### config.mk
export PLATFORM = sky130hd
export DESIGN_NAME = seq_detector_mealy
export DESIGN_NICKNAME = d
export VERILOG_FILES = /design/src/rtl/seq_det_pkg.sv /design/src/rtl/seq_match_counter.sv /design/src/rtl/seq_detector_mealy.sv
export SDC_FILE = /design/constraint.sdc
export NUM_CORES = 1
export LEC_CHECK = 0
export ABC_CLOCK_PERIOD_IN_PS = 4800
export CELL_PAD_IN_SITES_DETAIL_PLACEMENT = 1
export CELL_PAD_IN_SITES_GLOBAL_PLACEMENT = 1
export CORE_UTILIZATION = 27
export DETAILED_ROUTE_END_ITERATION = 6
export GPL_TIMING_DRIVEN = 0
export PLACE_DENSITY_LB_ADDON = 0.1
export SLEW_MARGIN = 20
export SYNTH_ARGS = -nofsm -noshare
export SYNTH_HDL_FRONTEND = slang
export SYNTH_SLANG_ARGS = --single-unit
### constraint.sdc
create_clock -name clk -period 4.8 [get_ports clk]
set_input_delay 1.44 -clock clk [delete_from_list [all_inputs] [get_ports clk]]
set_output_delay 1.44 -clock clk [all_outputs]
set_load 0.02 [all_outputs]
### src/rtl/seq_det_pkg.sv
// rtl/seq_det_pkg.sv - shared types and sizing helpers for the serial sequence detector
//
// Purpose : limits, detection-mode enum and the history fill-counter width helper
//           used by seq_detector_mealy and seq_match_counter.
// Ports   : none (package).
package seq_det_pkg;

   localparam int PAT_W_MAX = 16;
   localparam int CNT_W_MAX = 32;

   typedef enum logic {
      SEQ_NONOVL = 1'b0,
      SEQ_OVL    = 1'b1
   } seq_mode_e;

   // Width of the fill counter, which must hold 0..pat_w-1.
   function automatic int fill_width(input int pat_w);
      return (pat_w <= 2) ? 1 : $clog2(pat_w);
   endfunction

endpackage

### src/rtl/seq_match_counter.sv
// rtl/seq_match_counter.sv - saturating match counter with synchronous clear
//
// Purpose : counts increment requests, holding at all-ones; clear wins over increment.
// Ports   : clk    in  1      rising-edge clock
//           rst_n  in  1      asynchronous active-low reset
//           i_clr  in  1      synchronous clear (priority over i_inc)
//           i_inc  in  1      increment request
//           o_cnt  out CNT_W  current count
module seq_match_counter
   import seq_det_pkg::*;
#(
   parameter int CNT_W = 8
) (
   input  logic             clk,
   input  logic             rst_n,
   input  logic             i_clr,
   input  logic             i_inc,
   output logic [CNT_W-1:0] o_cnt
);

   logic [CNT_W-1:0] r_cnt;

   always_ff @(posedge clk or negedge rst_n) begin
      if (!rst_n) begin
         r_cnt <= '0;
      end else if (i_clr) begin
         r_cnt <= '0;
      end else if (i_inc && (r_cnt != {CNT_W{1'b1}})) begin
         r_cnt <= r_cnt + 1'b1;
      end
   end

   assign o_cnt = r_cnt;

endmodule

### src/rtl/seq_detector_mealy.sv
// rtl/seq_detector_mealy.sv - Mealy serial sequence detector with runtime pattern
//
// Purpose : compares the accepted serial bit stream against a PAT_W-bit pattern
//           (pattern[PAT_W-1] earliest) and flags a match combinationally in the
//           cycle the final bit is presented. Overlapping or non-overlapping mode.
// Macro   : SEQ_DET_COUNT_EN - when defined, a saturating match counter is built;
//           otherwise match_cnt is tied to 0 and cnt_clr is ignored.
// Ports   : clk        in  1      rising-edge clock
//           rst_n      in  1      asynchronous active-low reset
//           en         in  1      input qualifier, x consumed only when 1
//           x          in  1      serial data bit
//           pattern    in  PAT_W  target sequence
//           overlap    in  1      1 = overlapping, 0 = non-overlapping
//           cnt_clr    in  1      synchronous clear of match_cnt
//           z          out 1      combinational match flag
//           match_cnt  out CNT_W  saturating match count
module seq_detector_mealy
   import seq_det_pkg::*;
#(
   parameter int PAT_W = 4,
   parameter int CNT_W = 8
) (
   input  logic             clk,
   input  logic             rst_n,
   input  logic             en,
   input  logic             x,
   input  logic [PAT_W-1:0] pattern,
   input  logic             overlap,
   input  logic             cnt_clr,
   output logic             z,
   output logic [CNT_W-1:0] match_cnt
);

   localparam int                FILL_W    = fill_width(PAT_W);
   localparam logic [FILL_W-1:0] FILL_FULL = FILL_W'(PAT_W - 1);

   logic [PAT_W-2:0]  r_hist;
   logic [FILL_W-1:0] r_fill;

   logic [PAT_W-1:0]  w_window;
   logic              w_full;
   logic              w_match;
   seq_mode_e         w_mode;

   // Candidate window: stored history followed by the bit on the wire now.
   // Its low PAT_W-1 bits are also the next history, which covers PAT_W=2.
   assign w_window = {r_hist, x};
   assign w_full   = (r_fill == FILL_FULL);
   assign w_mode   = seq_mode_e'(overlap);
   assign w_match  = en & w_full & (w_window == pattern);
   assign z        = w_match;

   always_ff @(posedge clk or negedge rst_n) begin
      if (!rst_n) begin
         r_hist <= '0;
         r_fill <= '0;
      end else if (en) begin
         r_hist <= w_window[PAT_W-2:0];
         // Non-overlapping: a match consumes the whole window, so the next
         // match needs PAT_W fresh bits. The stale history is never compared
         // until fill is full again, so it is simply shifted.
         if (w_match && (w_mode == SEQ_NONOVL)) begin
            r_fill <= '0;
         end else if (!w_full) begin
            r_fill <= r_fill + 1'b1;
         end
      end
   end

`ifdef SEQ_DET_COUNT_EN
   seq_match_counter #(
      .CNT_W (CNT_W)
   ) u_match_counter (
      .clk   (clk),
      .rst_n (rst_n),
      .i_clr (cnt_clr),
      .i_inc (w_match),
      .o_cnt (match_cnt)
   );
`else
   logic w_unused_cnt_clr;
   assign w_unused_cnt_clr = cnt_clr;
   assign match_cnt        = '0;
`endif

endmodule

==> results of run 1 <==
## metrics by stage
step | hold slack (ns) | setup slack [ns] | power, mW
final | 0.558 | 0.139 | 0.190
after global routing | 0.587 | 0.0648 | 0.210
after CTS | 0.567 | 0.118 | 0.196
after detailed placement | 0.556 | 0.115 | 0.143
after global placement | 0.526 | 0.141 | 0.134
after floorplan | 0.501 | 1.15 | 0.119
## synthesized netlist by cell type (all sizes together), types with 3 or more instances
master / instances / area share
buf: 8 / 0.17
nand2: 6 / 0.062
dfrtp: 5 / 0.35
xor2: 4 / 0.097
mux2: 3 / 0.093
nor2: 3 / 0.031
## cell families after synthesis
logic type	after synthesis	share of synthesized area
compound gates	3	0.0484
xor+xnor	4	0.0969
fa+ha+maj	1	0.0346
buf+inv	9	0.176
flops	5	0.346
mux	4	0.121
other cells	1	0.0104
simple gates	12	0.166
## per-layer routing
| layer | routed length [microns] | track usage | vias to the layer above | share of wire |
|---|---|---|---|---|
| li1 | - | - | 149 | - |
| met1 | 262 | 0.109 | 136 | 0.33 |
| met2 | 431 | 0.267 | 16 | 0.55 |
| met3 | 95 | 0.0925 | 0 | 0.12 |
| met4 | 0 | 0.0259 | 0 | 0 |
| met5 | 0 | 0 | - | 0 |
## worst min path at each step
stage | startpoint | end | slack [ns] | cells after the start
after floorplan | r_hist[2] | r_hist[2] | 0.50 | 1
after global placement | r_hist[2] | r_hist[2] | 0.53 | 1
after detailed placement | r_hist[1] | r_hist[1] | 0.56 | 1
after CTS | r_hist[1] | r_hist[1] | 0.57 | 1
after global routing | r_hist[2] | r_hist[2] | 0.59 | 1
final | r_hist[2] | r_hist[2] | 0.56 | 1
## sequential cells by signal (all words and copies together) (netlist names)
| signal | cells |
|---|---|
| r_fill | 2 |
| r_hist | 3 |
## final cells by class
type                            instances  share of cell area
Tap cell                               14              0.0342
Sequential cell                         5               0.244
Timing Repair Buffer                    8               0.156
Multi-Input combinational cell         32               0.389
Buffer                                  9               0.125
Clock buffer                            4              0.0513
## power by group through the flow
stage / registers (mW) / clock network (mW) / logic [mW]
2_1_floorplan: 0.0643 / 0 / 0.0551
3_5_place_dp: 0.0681 / 0 / 0.0750
4_1_cts: 0.0678 / 0.0514 / 0.0765
6_report: 0.0676 / 0.0480 / 0.0748
3_3_place_gp: 0.0663 / 0 / 0.0675
5_1_grt: 0.0701 / 0.0559 / 0.0842
## worst reg2reg max path: stages (launching register included)
cell and delay [ns]:
dfrtp_1 0.39, xor2_1 0.16, nor4_2 0.37, nor2b_1 0.19, o21ai_1 0.08
==> impl_metrics.tcl, run 1 <==
set metrics [dict create \
    syn_area_per_cell_sq_um 9.27 \
    powerDensity_nw_per_um2 372 \
    syn_inst 39 \
    hold_viol 0 \
    num_vias 301 \
    fin_skew_ns 0.000629 \
    cp_common_cell "clkdlybuf4s50_1" \
    pwr-share-seq 0.355 \
    cts-root-buf "clkbuf_4" \
    num_rows 12 \
    worst-endpoint-arrival_ns 3.22 \
    r2r-end "r_fill[0]" \
    dpl_cell_area_sq_um 485 \
    hold_path_class "flop to flop" \
    maxCapViolCount 0 \
    peakVddDrop_uv 164 \
    dieArea_sq_um 1490 \
    slew_viol_final 0 \
    drive_above_1_share 0.276 \
    dpl.cell_count 68 \
    final-seq-area_sq_um 125 \
    grt_max_degree 8 \
    crit_buf_inv 2 \
    synth_edf_count 0 \
    final_cell_mix "buf_4, conb_1, clkdlybuf4s50_1" \
    routed_via_density 4.18 \
    switching_share 0.360 \
    cts_buffers 3 \
    leakage_nw 0.247 \
    h-tree-depth 1 \
    required_ns 3.36 \
    fill_cells 147 \
    min_period_ns 4.66 \
    post_cts_buffers 0 \
    reg2reg_from "r_hist[2]" \
    period_share 0.971 \
    clock_latency_ns 0.24 \
    cp-startpoint "pattern[3]" \
    status "finished, final reports clean" \
    power.internal_uw 122 \
    cpPeakStageDelay_ns 0.59 \
    gp_congestion 0.632 \
    crit_cells 5 \
    overflow 0 \
    dr.pass1.iters 1 \
    initial_core_util 0.309 \
    dp_hpwl_microns 657 \
    syn-cell-area_sq_um 362 \
    io_pins 19 \
    ys_warn_count 0 \
    design.core.area_sq_um 1170 \
    routedWlPerCell_microns 11.0 \
    reg2regPathDepth 4 \
    cts_tree "built" \
    setup.worst_path.end_class "output port" \
    crit_chain "clkdlybuf4s50_1 -> xor2_1 -> nor4_2 -> and3_2 -> clkdlybuf4s50_1" \
    final_util 0.437 \
    fin_nets 70 \
    startpoint_type "input port" \
    crit_slowest_cell "clkdlybuf4s50_1" \
    cp_max_fo 4 \
    antenna_found_initial 0 \
    power_frac_comb 0.393 \
    synthFlopType "dfrtp_1" \
    syn_to_final_growth_pct 41.5 \
    yosysUniqueCellTypes 16 \
    ys_ff_latch 5 \
    cts_sinks 5 \
    fp.dieH_microns 38.6 \
    path_delay_family "buffers and inverters" \
    path_clk_slew_ns 0.04 \
    finalSetupViolCount 0 \
    first_global_vias 304 \
    crit_end "z" \
    setup_tns_ns 0 \
    fin_area_sq_um 512 \
    cts_hold_buf 0 \
    synthArstFlopShare 1.00 \
    synth-seq-area-share 0.346 \
    p_clk_frac 0.252 \
    stdcell_count 72 \
    cts_resized 0 \
    multi_input_area_sq_um 199 \
    antenna_cells 0 \
    grt_pass1_wl_microns 1280 \
    rsz0062_at_grt "no" \
    drt_first_iter_violations 0 \
    clock_path_buffers 2 \
    r2r_slack_ns 3.50 \
    grt_usage 0.137 \
    die_width_microns 38.6 \
    drc 0 \
    worst-setup-path-type "input port to output port" \
    routed_wl_microns 790 \
    timing.fmax_ghz 0.215 \
    ant_nets 0 \
    io_buffers 8 \
    p_sw_uw 68.5 \
]
Note: power is estimated with default switching activity, not from simulation.
==> run 2: changes to the inputs <==
--- a/config.mk
+++ b/config.mk
@@ -8,6 +8,7 @@
 export ABC_CLOCK_PERIOD_IN_PS = 4800
 export CELL_PAD_IN_SITES_DETAIL_PLACEMENT = 1
 export CELL_PAD_IN_SITES_GLOBAL_PLACEMENT = 1
+export CORE_MARGIN = 8
 export CORE_UTILIZATION = 27
 export DETAILED_ROUTE_END_ITERATION = 6
 export GPL_TIMING_DRIVEN = 0
==> impl_metrics.tcl, run 2 (synthesized netlist as in run 1, its figures left out) <==
set metrics [dict create \
    fin_nets 70 \
    routedWlPerCell_microns 11.4 \
    grt_pass1_wl_microns 1400 \
    status "finished, final reports clean" \
    worst-setup-path-type "input port to output port" \
    die_width_microns 52.6 \
    rsz0062_at_grt "no" \
    antenna_found_initial 0 \
    final_cell_mix "buf_4, conb_1, clkdlybuf4s50_1" \
    first_global_vias 358 \
    powerDensity_nw_per_um2 363 \
    final_util 0.404 \
    initial_core_util 0.285 \
    grt_usage 0.0705 \
    peakVddDrop_uv 204 \
    post_cts_buffers 0 \
    drt_first_iter_violations 0 \
    grt_max_degree 8 \
    drc 0 \
    timing.fmax_ghz 0.214 \
    maxCapViolCount 0 \
    io_pins 19 \
    syn_to_final_growth_pct 41.9 \
    hold_viol 0 \
    fin_area_sq_um 513 \
    worst-endpoint-arrival_ns 3.23 \
    routed_wl_microns 831 \
    cts_tree "built" \
    drive_above_1_share 0.276 \
    setup.worst_path.end_class "output port" \
    leakage_nw 0.247 \
    largest_register "r_hist" \
    clock_latency_ns 0.24 \
    dpl.cell_count 69 \
    path_clk_slew_ns 0.04 \
    antenna_cells 0 \
    cts_resized 0 \
    stdcell_count 73 \
    fp.dieH_microns 52.6 \
    overflow 0 \
    dieArea_sq_um 2770 \
    cts-root-buf "clkbuf_4" \
    cp_max_fo 4 \
    gp_congestion 0.600 \
    cts_buffers 3 \
    largest_register_ffs 3 \
    dpl_cell_area_sq_um 487 \
    required_ns 3.36 \
    setup_tns_ns 0 \
    io_buffers 8 \
    num_rows 13 \
    fin_skew_ns 0.00314 \
    h-tree-depth 1 \
    period_share 0.974 \
    design.core.area_sq_um 1270 \
    startpoint_type "input port" \
    slew_viol_final 0 \
    hold_path_class "flop to flop" \
    fill_cells 157 \
    ant_nets 0 \
    routed_via_density 4.15 \
    clock_path_buffers 2 \
    finalSetupViolCount 0 \
    cts_sinks 5 \
    min_period_ns 4.67 \
    num_vias 303 \
    cts_hold_buf 0 \
    dr.pass1.iters 1 \
    top_regs "r_hist: 3 flops, r_fill: 2 flops" \
]
==> run 2: cell counts in the layout (fill, tap and decap cells not counted) <==
No cell type changed its count.
==> run 2: path summary, 6_finish.rpt <==
check	from	to	slack, ns	depth (start not counted)
hold / removal	r_hist[2]	r_hist[2]	0.54	1
setup reg to reg	r_hist[2]	r_fill[0]	3.47	4
setup / recovery	pattern[3]	z	0.13	5
min in group asynchronous	rst_n	r_fill[0]	1.41	1
max in group asynchronous	rst_n	r_hist[1]	3.21	1
hold reg to reg	r_hist[2]	r_hist[2]	0.54	1
==> run 2: per-layer routing <==
metal / part of all wire / global-route usage
met1: 0.33 / 0.0498
met2: 0.58 / 0.132
met3: 0.085 / 0.0568
met4: 0 / 0.0259
met5: 0 / 0
==> run 2: metrics by stage <==
step                hold slack, ns  power (mW)  setup slack, ns
floorplan                    0.501       0.119             1.15
global placement             0.524       0.135            0.125
detailed placement           0.540       0.141           0.0998
CTS                          0.546       0.190            0.102
global route                 0.574       0.206           0.0424
finish                       0.537       0.186            0.126
==> run 2: power by group <==
part	internal [mW]	total [mW]	leakage (nW)	switching (mW)
combinational	0.0349	0.0724	0.174	0.0375
clock	0.0314	0.0475	0.0150	0.0161
sequential	0.0554	0.0662	0.0585	0.0108
==> run 2: final cells by class <==
class / instances / area (sq um) / share of cell area
repair buffers: 8 / 80.1 / 0.156
multi-input cells: 32 / 199 / 0.388
flip-flops and latches: 5 / 125 / 0.244
clock buffers: 4 / 26.3 / 0.0512
plain buffers: 9 / 63.8 / 0.124
well taps: 15 / 18.8 / 0.0366
==> run 2: worst max-delay path, stage by stage <==
cell and delay (ns):
clkdlybuf4s50_1 0.41, xor2_1 0.17, nor4_2 0.39, and3_2 0.23, clkdlybuf4s50_1 0.60
==> run 3: changes to the inputs <==
--- a/config.mk
+++ b/config.mk
@@ -8,9 +8,10 @@
 export ABC_CLOCK_PERIOD_IN_PS = 4800
 export CELL_PAD_IN_SITES_DETAIL_PLACEMENT = 1
 export CELL_PAD_IN_SITES_GLOBAL_PLACEMENT = 1
-export CORE_MARGIN = 8
-export CORE_UTILIZATION = 27
+export CORE_AREA = 8 8 45 47
 export DETAILED_ROUTE_END_ITERATION = 6
+export DIE_AREA = 0 0 53 55
+export DONT_BUFFER_PORTS = 1
 export GPL_TIMING_DRIVEN = 0
 export PLACE_DENSITY_LB_ADDON = 0.1
 export SLEW_MARGIN = 20
==> impl_metrics.tcl, run 3 (synthesized netlist as in run 1, its figures left out) <==
set metrics [dict create \
    antenna_cells 0 \
    r2r-end "r_fill[0]" \
    overflow 0 \
    top_regs "r_hist: 3 flops, r_fill: 2 flops" \
    final_cell_mix "buf_4, conb_1, nand2_1" \
    post_cts_buffers 0 \
    peakVddDrop_uv 123 \
    first_global_vias 265 \
    rsz0062_at_grt "no" \
    hold_path_depth 1 \
    path_delay_family "simple AND/OR/NAND/NOR gates" \
    final_util 0.314 \
    pwr-share-seq 0.375 \
    reg2regPathDepth 4 \
    grt_usage 0.0587 \
    clock_latency_ns 0.23 \
    multi_input_area_sq_um 199 \
    io_buffers 0 \
    p_sw_uw 60.2 \
    gp_congestion 0.615 \
    grt_max_degree 8 \
    largest_register "r_hist" \
    worst-setup-path-type "input port to output port" \
    powerDensity_nw_per_um2 406 \
    dpl_worst_slack_ns 1.00 \
    cts_buffers 3 \
    leakage_nw 0.216 \
    antenna_found_initial 0 \
    hold_viol 0 \
    slew_viol_final 0 \
    finalSetupViolCount 0 \
    reg2reg_from "r_hist[2]" \
    ant_nets 0 \
    drt_first_iter_violations 1 \
    r2r_slack_ns 3.44 \
    required_ns 3.36 \
    drc 0 \
    routed_wl_microns 740 \
    crit_slowest_cell "nor4_2" \
    initial_core_util 0.261 \
    setup_tns_ns 0 \
    syn_to_final_growth_pct 20.1 \
    largest_register_ffs 3 \
    holdCritStartpoint "r_hist[2]" \
    drive_above_1_share 0.320 \
    dieArea_sq_um 2920 \
    setup.worst_path.end_class "output port" \
    cts_resized 0 \
    design.core.area_sq_um 1380 \
    cts_sinks 5 \
    status "finished, final reports clean" \
    period_share 0.784 \
    clock_path_buffers 2 \
    path_clk_slew_ns 0.04 \
    min_period_ns 3.76 \
    p_clk_frac 0.261 \
    fin_skew_ns 0.00235 \
    die_width_microns 53 \
    maxCapViolCount 0 \
    routedWlPerCell_microns 11.2 \
    timing.fmax_ghz 0.266 \
    worst-endpoint-arrival_ns 2.32 \
    switching_share 0.341 \
    cts_hold_buf 0 \
    final-seq-area_sq_um 125 \
    crit_chain "xor2_1 -> nor4_2 -> and3_2" \
    dr.pass1.iters 2 \
    fp.dieH_microns 55 \
    h-tree-depth 1 \
    fill_cells 180 \
    p_total_uw 176 \
    cts_tree "built" \
    io_pins 19 \
    crit_buf_inv 0 \
    routed_via_density 3.94 \
    fin_nets 62 \
    startpoint_type "input port" \
    cts-root-buf "clkbuf_4" \
    cp_max_fo 4 \
    power_frac_comb 0.364 \
    hold_end "r_hist[2]" \
    num_rows 14 \
    cpPeakStageDelay_ns 0.42 \
    dp_hpwl_microns 665 \
    hold_path_class "flop to flop" \
    num_vias 260 \
    grt_pass1_wl_microns 1200 \
    power.internal_uw 116 \
    layout_setup_ws_ns 1.04 \
]
==> run 3: changes by cell type in the layout (fill, tap and decap cells not counted), sizes merged <==
| cell | before | now |
|---|---|---|
| clkdlybuf4s50 | 8 | 0 |
==> run 3: metal layers <==
metal  track usage  share of wire
met5             0              0
met4        0.0647              0
met3        0.0214          0.097
met2        0.0957           0.54
met1        0.0538           0.36
==> run 3: how the worst max path moves through the flow <==
stage,startpoint,to,cells after the start
floorplan,pattern[3],z,3
global placement,pattern[3],z,3
detailed placement,pattern[3],z,3
CTS,pattern[3],z,3
global route,pattern[3],z,3
finish,pattern[3],z,3
==> run 3: power groups by stage <==
stage	combinational (mW)	clock, mW	sequential (mW)
floorplan	0.0551	0	0.0643
global placement	0.0631	0	0.0665
detailed placement	0.0644	0	0.0672
CTS	0.0654	0.0489	0.0666
global route	0.0740	0.0521	0.0683
finish	0.0642	0.0461	0.0661
==> run 3: per-stage QoR <==
step / hold WS (ns) / cells / instance area [sq um]
final: 0.532 / 66 / 434
after global routing: 0.572 / 66 / 434
after CTS: 0.539 / 66 / 434
after detailed placement: 0.530 / 62 / 408
after global placement: 0.523 / 62 / 408
after floorplan: 0.501 / 46 / 388
==> run 3: layout make-up <==
| type | instances | area share |
|---|---|---|
| Sequential cell | 5 | 0.288 |
| Tap cell | 16 | 0.0461 |
| Buffer | 9 | 0.147 |
| Clock buffer | 4 | 0.0605 |
| Multi-Input combinational cell | 32 | 0.458 |
==> run 3: worst register-to-register path: stages (launching register included) <==
cell,delay (ns)
dfrtp_1,0.38
xor2_1,0.15
nor4_2,0.42
nor2b_1,0.21
o21ai_1,0.09
